<file path="config.mk">
export PLATFORM = sky130hd
export DESIGN_NAME = pipeline_ctrl_flat
export DESIGN_NICKNAME = d
export VERILOG_FILES = /design/src/rtl/pipeline_ctrl_if.sv /design/src/rtl/pipeline_ctrl.sv /design/src/flat_wrapper.sv
export SDC_FILE = /design/constraint.sdc
export NUM_CORES = 1
export LEC_CHECK = 0
export ABC_AREA = 0
export BUFFER_PORTS_ARGS = -buffer_cell sky130_fd_sc_hd__buf_2
export CELL_PAD_IN_SITES_DETAIL_PLACEMENT = 1
export CELL_PAD_IN_SITES_GLOBAL_PLACEMENT = 2
export CORE_MARGIN = 4
export CORE_UTILIZATION = 18
export DETAILED_ROUTE_END_ITERATION = 10
export PLACE_DENSITY_LB_ADDON = 0.1
export SYNTH_ARGS = -nofsm -noshare
export SYNTH_HDL_FRONTEND = slang
export SYNTH_SLANG_ARGS = --single-unit
</file>
<file path="constraint.sdc">
create_clock -name clk_in -period 2.6 [get_ports clk_in]
set_input_delay 0.52 -clock clk_in [delete_from_list [all_inputs] [get_ports clk_in]]
set_output_delay 0.52 -clock clk_in [all_outputs]
set_load 0.02 [all_outputs]
</file>
<file path="src/rtl/pipeline_ctrl_if.sv">
`default_nettype none
// ============================================================================
// Module      : pipeline_ctrl_if
// Description : Bundles the pipeline controller's handshake and bus signals:
//               stall requests, branch/EX info, timer trap inputs, the stall
//               vector, the flush pulse, the PC redirect and the CSR trap writes.
// Revision    : 1.0 - initial release
// ============================================================================
interface pipeline_ctrl_if;
    logic        rdy_in;
    logic        stallreq_if_in;
    logic        stallreq_id_in;
    logic        stallreq_mem_in;
    logic        branch_flag_in;
    logic [31:0] branch_target_in;
    logic        ex_valid_in;
    logic [31:0] pc_ex_in;
    logic        timer_irq_in;
    logic        irq_enable_in;
    logic [31:0] mtvec_in;
    logic [5:0]  stall;
    logic        timer_interrupt;
    logic        redirect_valid_out;
    logic [31:0] redirect_pc_out;
    logic        mepc_we_out;
    logic [31:0] mepc_out;
    logic [31:0] mcause_out;

    // Controller side
    modport slave (
        input  rdy_in, stallreq_if_in, stallreq_id_in, stallreq_mem_in,
        input  branch_flag_in, branch_target_in, ex_valid_in, pc_ex_in,
        input  timer_irq_in, irq_enable_in, mtvec_in,
        output stall, timer_interrupt, redirect_valid_out, redirect_pc_out,
        output mepc_we_out, mepc_out, mcause_out
    );

    // Pipeline / driver side
    modport master (
        output rdy_in, stallreq_if_in, stallreq_id_in, stallreq_mem_in,
        output branch_flag_in, branch_target_in, ex_valid_in, pc_ex_in,
        output timer_irq_in, irq_enable_in, mtvec_in,
        input  stall, timer_interrupt, redirect_valid_out, redirect_pc_out,
        input  mepc_we_out, mepc_out, mcause_out
    );
endinterface
`default_nettype wire

</file>
<file path="src/rtl/pipeline_ctrl.sv">
`default_nettype none
// ============================================================================
// Module      : pipeline_ctrl
// Description : Pipeline stall arbitration, branch/trap PC redirect and
//               precise timer-interrupt entry (waits until EX holds a real,
//               unstalled, non-branching instruction, then flushes it).
// Revision    : 1.0 - initial release
// ============================================================================
module pipeline_ctrl (
    input  wire logic       clk_in,
    input  wire logic       rst_in,
    pipeline_ctrl_if.slave  bus
);

    localparam logic [31:0] c_MCAUSE_TIMER = 32'h8000_0007;

    typedef enum logic [1:0] {
        ST_IDLE  = 2'd0,
        ST_DRAIN = 2'd1,
        ST_COOL  = 2'd2
    } state_t;

    state_t      r_state;
    state_t      w_state_nxt;
    logic        w_trap_fire;
    logic        w_irq_req;
    logic        w_no_stall_req;
    logic        r_mepc_we;
    logic [31:0] r_mepc;
    logic [31:0] r_mcause;

    assign w_irq_req      = bus.timer_irq_in & bus.irq_enable_in;
    assign w_no_stall_req = ~(bus.stallreq_if_in | bus.stallreq_id_in | bus.stallreq_mem_in);

    // Stall vector: the deepest requesting stage wins, independent of trap state
    always_comb begin
        bus.stall = 6'b000000;
        if (bus.stallreq_mem_in) begin
            bus.stall = 6'b011111;
        end else if (bus.stallreq_id_in) begin
            bus.stall = 6'b000111;
        end else if (bus.stallreq_if_in) begin
            bus.stall = 6'b000011;
        end
    end

    // Trap FSM next state and fire decision; nothing moves while rdy_in is low
    always_comb begin
        w_state_nxt = r_state;
        w_trap_fire = 1'b0;
        if (bus.rdy_in) begin
            case (r_state)
                ST_IDLE: begin
                    if (w_irq_req) begin
                        w_state_nxt = ST_DRAIN;
                    end
                end
                ST_DRAIN: begin
                    if (!w_irq_req) begin
                        w_state_nxt = ST_IDLE;
                    end else if (w_no_stall_req && bus.ex_valid_in && !bus.branch_flag_in) begin
                        w_trap_fire = 1'b1;
                        w_state_nxt = ST_COOL;
                    end
                end
                ST_COOL: begin
                    w_state_nxt = ST_IDLE;
                end
                default: begin
                    w_state_nxt = ST_IDLE;
                end
            endcase
        end
    end

    // State register
    always_ff @(posedge clk_in or negedge rst_in) begin
        if (!rst_in) begin
            r_state <= ST_IDLE;
        end else begin
            r_state <= w_state_nxt;
        end
    end

    // CSR trap writes: one-cycle mepc strobe after fire, values held otherwise
    always_ff @(posedge clk_in or negedge rst_in) begin
        if (!rst_in) begin
            r_mepc_we <= 1'b0;
            r_mepc    <= 32'h0;
            r_mcause  <= 32'h0;
        end else if (bus.rdy_in) begin
            r_mepc_we <= w_trap_fire;
            if (w_trap_fire) begin
                r_mepc   <= bus.pc_ex_in;
                r_mcause <= c_MCAUSE_TIMER;
            end
        end
    end

    // Redirect: a trap vector beats a branch target (fire already excludes a branch)
    always_comb begin
        bus.redirect_pc_out = 32'h0;
        if (w_trap_fire) begin
            bus.redirect_pc_out = bus.mtvec_in;
        end else if (bus.branch_flag_in) begin
            bus.redirect_pc_out = bus.branch_target_in;
        end
    end

    assign bus.redirect_valid_out = w_trap_fire | bus.branch_flag_in;
    assign bus.timer_interrupt    = w_trap_fire;
    assign bus.mepc_we_out        = r_mepc_we;
    assign bus.mepc_out           = r_mepc;
    assign bus.mcause_out         = r_mcause;

endmodule
`default_nettype wire

</file>
<file path="src/flat_wrapper.sv">
// flat-port wrapper written by rule: the top's interface ports become plain ports
module pipeline_ctrl_flat 
  (clk_in, rst_in, bus_rdy_in, bus_stallreq_if_in, bus_stallreq_id_in, bus_stallreq_mem_in, bus_branch_flag_in, bus_branch_target_in, bus_ex_valid_in, bus_pc_ex_in, bus_timer_irq_in, bus_irq_enable_in, bus_mtvec_in, bus_stall, bus_timer_interrupt, bus_redirect_valid_out, bus_redirect_pc_out, bus_mepc_we_out, bus_mepc_out, bus_mcause_out);
  pipeline_ctrl_if bus_i ();
  input  wire logic clk_in;
  input  wire logic rst_in;
  input wire logic [$bits(bus_i.rdy_in)-1:0] bus_rdy_in;
  input wire logic [$bits(bus_i.stallreq_if_in)-1:0] bus_stallreq_if_in;
  input wire logic [$bits(bus_i.stallreq_id_in)-1:0] bus_stallreq_id_in;
  input wire logic [$bits(bus_i.stallreq_mem_in)-1:0] bus_stallreq_mem_in;
  input wire logic [$bits(bus_i.branch_flag_in)-1:0] bus_branch_flag_in;
  input wire logic [$bits(bus_i.branch_target_in)-1:0] bus_branch_target_in;
  input wire logic [$bits(bus_i.ex_valid_in)-1:0] bus_ex_valid_in;
  input wire logic [$bits(bus_i.pc_ex_in)-1:0] bus_pc_ex_in;
  input wire logic [$bits(bus_i.timer_irq_in)-1:0] bus_timer_irq_in;
  input wire logic [$bits(bus_i.irq_enable_in)-1:0] bus_irq_enable_in;
  input wire logic [$bits(bus_i.mtvec_in)-1:0] bus_mtvec_in;
  output wire logic [$bits(bus_i.stall)-1:0] bus_stall;
  output wire logic [$bits(bus_i.timer_interrupt)-1:0] bus_timer_interrupt;
  output wire logic [$bits(bus_i.redirect_valid_out)-1:0] bus_redirect_valid_out;
  output wire logic [$bits(bus_i.redirect_pc_out)-1:0] bus_redirect_pc_out;
  output wire logic [$bits(bus_i.mepc_we_out)-1:0] bus_mepc_we_out;
  output wire logic [$bits(bus_i.mepc_out)-1:0] bus_mepc_out;
  output wire logic [$bits(bus_i.mcause_out)-1:0] bus_mcause_out;
  assign bus_i.rdy_in = bus_rdy_in;
  assign bus_i.stallreq_if_in = bus_stallreq_if_in;
  assign bus_i.stallreq_id_in = bus_stallreq_id_in;
  assign bus_i.stallreq_mem_in = bus_stallreq_mem_in;
  assign bus_i.branch_flag_in = bus_branch_flag_in;
  assign bus_i.branch_target_in = bus_branch_target_in;
  assign bus_i.ex_valid_in = bus_ex_valid_in;
  assign bus_i.pc_ex_in = bus_pc_ex_in;
  assign bus_i.timer_irq_in = bus_timer_irq_in;
  assign bus_i.irq_enable_in = bus_irq_enable_in;
  assign bus_i.mtvec_in = bus_mtvec_in;
  assign bus_stall = bus_i.stall;
  assign bus_timer_interrupt = bus_i.timer_interrupt;
  assign bus_redirect_valid_out = bus_i.redirect_valid_out;
  assign bus_redirect_pc_out = bus_i.redirect_pc_out;
  assign bus_mepc_we_out = bus_i.mepc_we_out;
  assign bus_mepc_out = bus_i.mepc_out;
  assign bus_mcause_out = bus_i.mcause_out;
  pipeline_ctrl u_core (.clk_in(clk_in), .rst_in(rst_in), .bus(bus_i));
endmodule
</file>
== Word-level counts from Yosys, hierarchy flattened ==
Index checks and enable logic that the tools add are counted.
Storage, ports and cells
  bits in registers: 36
  output and inout bits: 105
  word-level logic and storage cells: 31
Cells by class
  equality and inequality tests: 3
  mux-type cells: 13
  bitwise logic cells: 5
  reductions and logical operators: 6
Operators by type and width (count)
  two-way mux 32 bit: 2
  two-way mux 6 bit: 2
  two-way mux 2 bit: 4
  two-way mux 1 bit: 4
  case mux 2 bit (2 select lines): 1
  inequality test 3 bit, second input constant: 1
  OR 1 bit: 3
  AND reduction 3 bit: 1
  equality test 2 x 1 -> 1 bit, second input constant: 1
  logical AND 1 bit: 2
  logical NOT 2 bit: 1
  inequality test 2 x 1 -> 1 bit, second input constant: 1
  AND reduction 2 bit: 1
  bitwise AND 1 bit: 1
  logical NOT 1 bit: 1
  NOT 1 bit: 1

== Depth between registers and ports, before layout ==
Gate-level depths: netlist of run 1.
  word-level depth: 10
  depth in mapped cells: 5
  mapped depth without buffers: 3

== Worst setup path before layout of run 1 ==
OpenSTA, ideal clock, no wires.
  path kind: in2out
  start: input bus_stallreq_mem_in
  end: output bus_redirect_pc_out[14]
  arrival: 1922 ps
  required time: 2080 ps
  slack: 158 ps
  cell stages on the path: 5
  path through: or3_4 nor4_4 buf_4 buf_4 a22o_1
Between the ends
  longest elaborated chain between the ends: 9
RTL lines
  from (decl): RTL line flat_wrapper.sv:10  | input wire logic [$bits(bus_i.stallreq_mem_in)-1:0] bus_stallreq_mem_in;
  OR 1 bit: RTL line pipeline_ctrl.sv:33  | assign w_no_stall_req = ~(bus.stallreq_if_in | bus.stallreq_id_in | bus.stallreq_mem_in);
  NOT 1 bit: RTL line pipeline_ctrl.sv:33
  logical AND 1 bit (2 in a row): RTL line pipeline_ctrl.sv:61  | end else if (w_no_stall_req && bus.ex_valid_in && !bus.branch_flag_in) begin
  two-way mux 1 bit: RTL line pipeline_ctrl.sv:61
  two-way mux 1 bit: RTL line pipeline_ctrl.sv:59  | if (!w_irq_req) begin
  two-way mux 1 bit: RTL line pipeline_ctrl.sv:52  | case (r_state)
  two-way mux 1 bit: RTL line pipeline_ctrl.sv:51  | if (bus.rdy_in) begin
  two-way mux 32 bit: RTL line pipeline_ctrl.sv:103  | if (w_trap_fire) begin
  to (decl): RTL line flat_wrapper.sv:21  | output wire logic [$bits(bus_i.redirect_pc_out)-1:0] bus_redirect_pc_out;
No other way between the ends.

== Worst setup path in the final report of run 1 ==
  start: input bus_stallreq_mem_in
  end: output bus_redirect_pc_out[19]
The elaborated chain is that of the path after synthesis.

==> results of run 1 <==
[per-layer routing]
metal  vias to the layer above  global-route usage [%]
met3                         9                    5.28
met5                         -                       0
met1                       892                    13.8
li1                        865                       -
met2                       140                    21.7
met4                         2                    2.40
[stage by stage]
step	util [%]	worst slack [ns]	instances	TNS, ns
finish	29.7	0.0727	472	0
global route	29.7	0.0111	472	0
CTS	29.3	-0.00188	471	-0.00188
detailed placement	27.3	-0.0277	461	-0.0436
global placement	27.3	0.000264	461	0
floorplan	-	0.158	187	0
[power groups by stage]
stage          logic, mW  clock network (mW)  registers (mW)
5_1_grt            0.329               0.734           0.584
2_1_floorplan      0.173                   0           0.610
3_5_place_dp       0.305                   0           0.592
4_1_cts            0.308               0.713           0.582
3_3_place_gp       0.305                   0           0.592
6_report           0.305               0.684           0.582
[path summary, 6_finish.rpt]
| kind | end | slack (ns) | cells past startpoint |
|---|---|---|---|
| min reg2reg | u_core.r_state[1] | 0.49 | 1 |
| max reg2reg | u_core.bus.mepc_out[29] | 0.77 | 5 |
| max | bus_redirect_pc_out[19] | 0.07 | 7 |
| min in group clk_in | u_core.bus.mepc_out[27] | 0.46 | 2 |
| min | u_core.bus.mepc_out[25] | 0.33 | 1 |
| max in group asynchronous | u_core.bus.mepc_out[1] | 1.75 | 1 |
[sequential cells by signal, summed over array words and instances, names as in the netlist]
signal	flops
u_core.r_state	2
u_core.bus.mepc_out	32
u_core.bus.mcause_out	1
u_core.bus.mepc_we_out	1
[layout make-up]
cell class                 count  area (um^2)
fill                        1244         7360
timing repair buffer         187         1010
sequential                    36          901
multi-input combinational    104          860
tap                          136          170
clock inverter                 3         90.1
clock buffer                   5         68.8
inverter                       1         3.75
[cells in the final DEF, fill, tap and decap left out, types with 2 or more instances in the layout]
master     netlist  final
buf_2            3    179
dfrtp_1         36     36
mux2_2          32     32
a22o_1          32     30
conb_1           1     29
clkbuf_8         0      5
or2_2            3      3
bufinv_16        0      3
buf_4           39      3
a22o_4           0      2
a21o_1           2      2
[critical path: cells and delay by family]
kind	cells	cell delay (ns)
and+or+nand+nor	2	0.70
buffers and inverters	4	0.63
AOI/OAI and AO/OA	1	0.14
[kinds of logic after synthesis]
kind of cell	Yosys count	synth area share [%]
flip-flops	36	45.9
other	1	0.191
AND/OR/NAND/NOR	8	3.50
AO/OA/AOI/OAI	35	15.5
multiplexers	32	18.3
buffers and inverters	47	16.6
[timing repair]
action	CTS	global route
setup buffers	1	0
pin swaps	1	0
gates cloned	1	1
setup endpoints to repair	3	4
gates resized for setup	3	3
==> impl_metrics.json, run 1 <==
{
  "cts-root-buf": "clkbuf_8",
  "p_clk_share_pct": 43.6,
  "start_util_pct": 18.8,
  "wl_met3_um": 978,
  "wl_mm": 8.35,
  "skew_ns": 0.00393,
  "clock.fmax_mhz": 396,
  "async_flop_share_pct": 100,
  "r2r-start": "u_core.r_state[1]",
  "fp.dieH_um": 112,
  "ys_types": 16,
  "overflow": 0,
  "min_path_type": "primary input to asynchronous set/reset pin",
  "gp_congestion": 0.836,
  "crit_required_ns": 2.08,
  "dp_hpwl_mm": 6.75,
  "numCtsBuffers": 5,
  "status": "finished clean",
  "worstMarginPinSlew_ns": 0.826,
  "comb_power_share_pct": 19.4,
  "worstPathArrival_ns": 2.01,
  "fin_area_mm2": 0.00310,
  "routedWlPerCell_um": 17.7,
  "top_layer": "met5",
  "vias": 1908,
  "grt_pass1_wl_mm": 12.2,
  "crit_path_frequent_cell": "buf_2",
  "hold_slack_ns": 0.328,
  "wl_met2_mm": 4.15,
  "dieArea_mm2": 0.0126,
  "internal-power_mw": 1.18,
  "timing.critical_path.to_type": "primary output",
  "p_leak_nw": 1.85,
  "antenna_cells": 0,
  "rsz0062_at_grt": "no",
  "clk_latency_ns": 0.29,
  "swShare_pct": 25.0,
  "crit_chain": "buf_2, or3_4, nor4_4, buf_6, buf_16, a22o_1, buf_2",
  "antenna_found_initial": 1,
  "cts_sinks": 36,
  "p_seq_share_pct": 37.0,
  "drive_gt1_share_pct": 69.6,
  "crit_type": "primary input to primary output",
  "ant_nets": 0,
  "drtPass1Iterations": 4,
  "slowest_stage": "or3_4",
  "critPathLaunchType": "primary input",
  "port_buffers": 181,
  "synthTopCellsByCount": "buf_4, dfrtp_1, a22o_1, mux2_2, clkbuf_1",
  "ys_warn_count": 0,
  "drc_errors": 0,
  "clockBufferDepth": 2,
  "synth_top_area_share_pct": 45.9,
  "fin_crit_ns": 2.53,
  "critical-path-max-stage-delay_ns": 0.41,
  "setup_viol": 0,
  "netlist_area_mm2": 0.00196,
  "synth_edf_count": 0,
  "drv_cap": 0,
  "hold_violations": 0,
  "max-vdd-ir-drop_v": 0.000294,
  "cts.hold.buffers_added": 0,
  "power_density_mw_per_mm2": 506,
  "worstPathMaxFanout": 21,
  "synth-seq-cells": 36,
  "clkTransAtPathRegs_ns": 0.07,
  "row_count": 37,
  "drt_iter0_drc": 85,
  "viasPerCell": 4.04,
  "relSlewSlack_pct": 44.9,
  "finalMaxSlewViolations": 0,
  "htree_num_levels": 2,
  "place_area_mm2": 0.00286,
  "synthFlopType": "dfrtp_1",
  "gr-usage-all-layers_pct": 12.3,
  "synth.most_common_cell": "buf_4",
  "cts_tree": "built",
  "crit_start": "bus_stallreq_mem_in",
  "wl_met1_mm": 3.15,
  "grt_max_degree": 37,
  "ios": 211,
  "netlist_instances": 159,
  "syn_avg_cell_area_um2": 12.4,
  "synth_top_area_cell": "dfrtp_1",
  "coreArea_mm2": 0.0105,
  "synth.yosys.seq_area_share_pct": 45.9,
  "grt_pass1_vias": 1966,
  "die_x_um": 112,
  "finalPower_mw": 1.57,
  "area_delta_synth_final_pct": 58.0,
  "nNetsFinal": 441,
  "fin_crit_sh_pct": 97.2,
  "power.switching_mw": 0.393,
  "synth_area_leaders": "dfrtp_1, mux2_2, buf_4"
}
Power figures use the tool's default switching activity.
==> inputs of run 2 (changes only) <==
--- a/config.mk
+++ b/config.mk
@@ -13,6 +13,7 @@
 export CORE_UTILIZATION = 18
 export DETAILED_ROUTE_END_ITERATION = 10
 export PLACE_DENSITY_LB_ADDON = 0.1
+export RECOVER_POWER = 50
 export SYNTH_ARGS = -nofsm -noshare
 export SYNTH_HDL_FRONTEND = slang
 export SYNTH_SLANG_ARGS = --single-unit
==> impl_metrics.json, run 2 (synthesized netlist as in run 1, its figures left out) <==
{
  "status": "finished with violations",
  "violations": "capacitance limit, slew limit",
  "fin_crit_ns": 2.53,
  "min_path_type": "primary input to flip-flop",
  "relSlewSlack_pct": -31.8,
  "top_layer": "met5",
  "r2r_cells": 5,
  "finalWorstSetupSlack_ns": 0.0716,
  "grt_pass1_vias": 1966,
  "wl_met1_mm": 3.12,
  "start_util_pct": 18.8,
  "clock.fmax_mhz": 396,
  "area_delta_synth_final_pct": 55.6,
  "place_area_mm2": 0.00286,
  "fp.dieH_um": 112,
  "antenna_cells": 0,
  "drive_gt1_share_pct": 58.6,
  "wl_met3_mm": 1.01,
  "nNetsFinal": 441,
  "antenna_found_initial": 1,
  "htree_num_levels": 2,
  "reg2reg_slack_ns": 0.77,
  "fin_area_mm2": 0.00306,
  "coreArea_mm2": 0.0105,
  "gr-usage-all-layers_pct": 12.3,
  "hold_path_depth": 2,
  "largest_reg_flops": 32,
  "drv_cap": 1,
  "wl_mm": 8.34,
  "clkTransAtPathRegs_ns": 0.07,
  "numCtsBuffers": 5,
  "mostFrequentLayoutCell": "buf_2",
  "preCtsSetupSlack_ns": -0.0277,
  "cts.hold.buffers_added": 0,
  "overflow": 0,
  "die_x_um": 112,
  "hold_violations": 0,
  "finalMaxSlewViolations": 37,
  "grt_pass1_wl_mm": 12.2,
  "routedWlPerCell_um": 17.7,
  "grt_max_degree": 37,
  "p_leak_nw": 1.69,
  "post-route-util_pct": 29.2,
  "timing.critical_path.to_type": "primary output",
  "cts_tree": "built",
  "drc_errors": 0,
  "row_count": 37,
  "critPathLaunchType": "primary input",
  "dp_hpwl_mm": 6.75,
  "drtPass1Iterations": 4,
  "rsz0062_at_grt": "no",
  "wl_met2_mm": 4.13,
  "max-vdd-ir-drop_v": 0.000293,
  "setup_viol": 0,
  "port_buffers": 181,
  "ios": 211,
  "fin_crit_sh_pct": 97.2,
  "cts-root-buf": "clkbuf_8",
  "gp_congestion": 0.836,
  "drt_iter0_drc": 74,
  "skew_ns": 0.00357,
  "cts_sinks": 36,
  "clockBufferDepth": 2,
  "ant_nets": 0,
  "dieArea_mm2": 0.0126,
  "crit_required_ns": 2.08,
  "viasPerCell": 4.05,
  "mostFrequentLayoutCells": "buf_2, clkbuf_1, dfrtp_1",
  "worstPathArrival_ns": 2.01,
  "vias": 1912,
  "worstPathMaxFanout": 21,
  "power_density_mw_per_mm2": 512,
  "clk_latency_ns": 0.28,
  "worstMarginPinSlew_ns": 1.98,
  "crit_type": "primary input to primary output"
}
-- run 2: cell count changes in the layout (fill, tap and decap cells not counted) --
cell	delta
buf_2	-37
clkbuf_1	+37
-- run 2: power by group --
group          internal, mW  leakage [nW]  switching [mW]
combinational         0.119          1.11           0.181
clock                 0.480        0.0784           0.202
sequential            0.574         0.499         0.00775
total                  1.17          1.69           0.391
-- run 2: worst paths after layout --
kind / start / to
worst min register to register: u_core.r_state[1] / u_core.r_state[1]
worst min-delay path: bus_pc_ex_in[27] / u_core.bus.mepc_out[27]
worst max-delay path: bus_stallreq_mem_in / bus_redirect_pc_out[19]
min in group asynchronous: rst_in / u_core.bus.mepc_out[25]
max in group asynchronous: rst_in / u_core.bus.mepc_out[1]
worst max register to register: u_core.r_state[1] / u_core.bus.mepc_out[29]
-- run 2: layout make-up --
type / instances / area [um^2]
tap: 136 / 170
timing repair buffer: 187 / 963
inverter: 1 / 3.75
fill: 1261 / 7410
clock buffer: 5 / 68.8
sequential: 36 / 901
clock inverter: 3 / 90.1
multi-input combinational: 104 / 860
-- run 2: metrics by stage --
stage | std cells | total power [mW] | setup TNS, ns | hold WS, ns
2_1_floorplan | 187 | 0.783 | 0 | 0.224
3_3_place_gp | 461 | 0.897 | 0 | 0.478
3_5_place_dp | 461 | 0.897 | -0.0436 | 0.490
4_1_cts | 471 | 1.60 | -0.00188 | 0.358
5_1_grt | 472 | 1.64 | 0 | 0.444
6_report | 472 | 1.56 | 0 | 0.462
-- run 2: what timing repair did --
item | CTS | global route
resized for setup | 3 | 3
endpoints found under the setup margin | 3 | 4
hold endpoints to repair | 0 | 0
pin swaps | 1 | 0
setup buffers | 1 | 0
gates cloned | 1 | 1
-- run 2: worst max-delay path, stage by stage --
cell    delay (ns)
buf_2         0.12
or3_4         0.41
nor4_4        0.29
buf_6         0.18
buf_16        0.17
a22o_1        0.14
buf_2         0.16
-- run 2: metal layers --
metal	global-route usage (%)	vias up
met5	0	-
met4	2.40	2
met3	5.28	9
met2	21.7	144
met1	13.8	894
li1	-	863
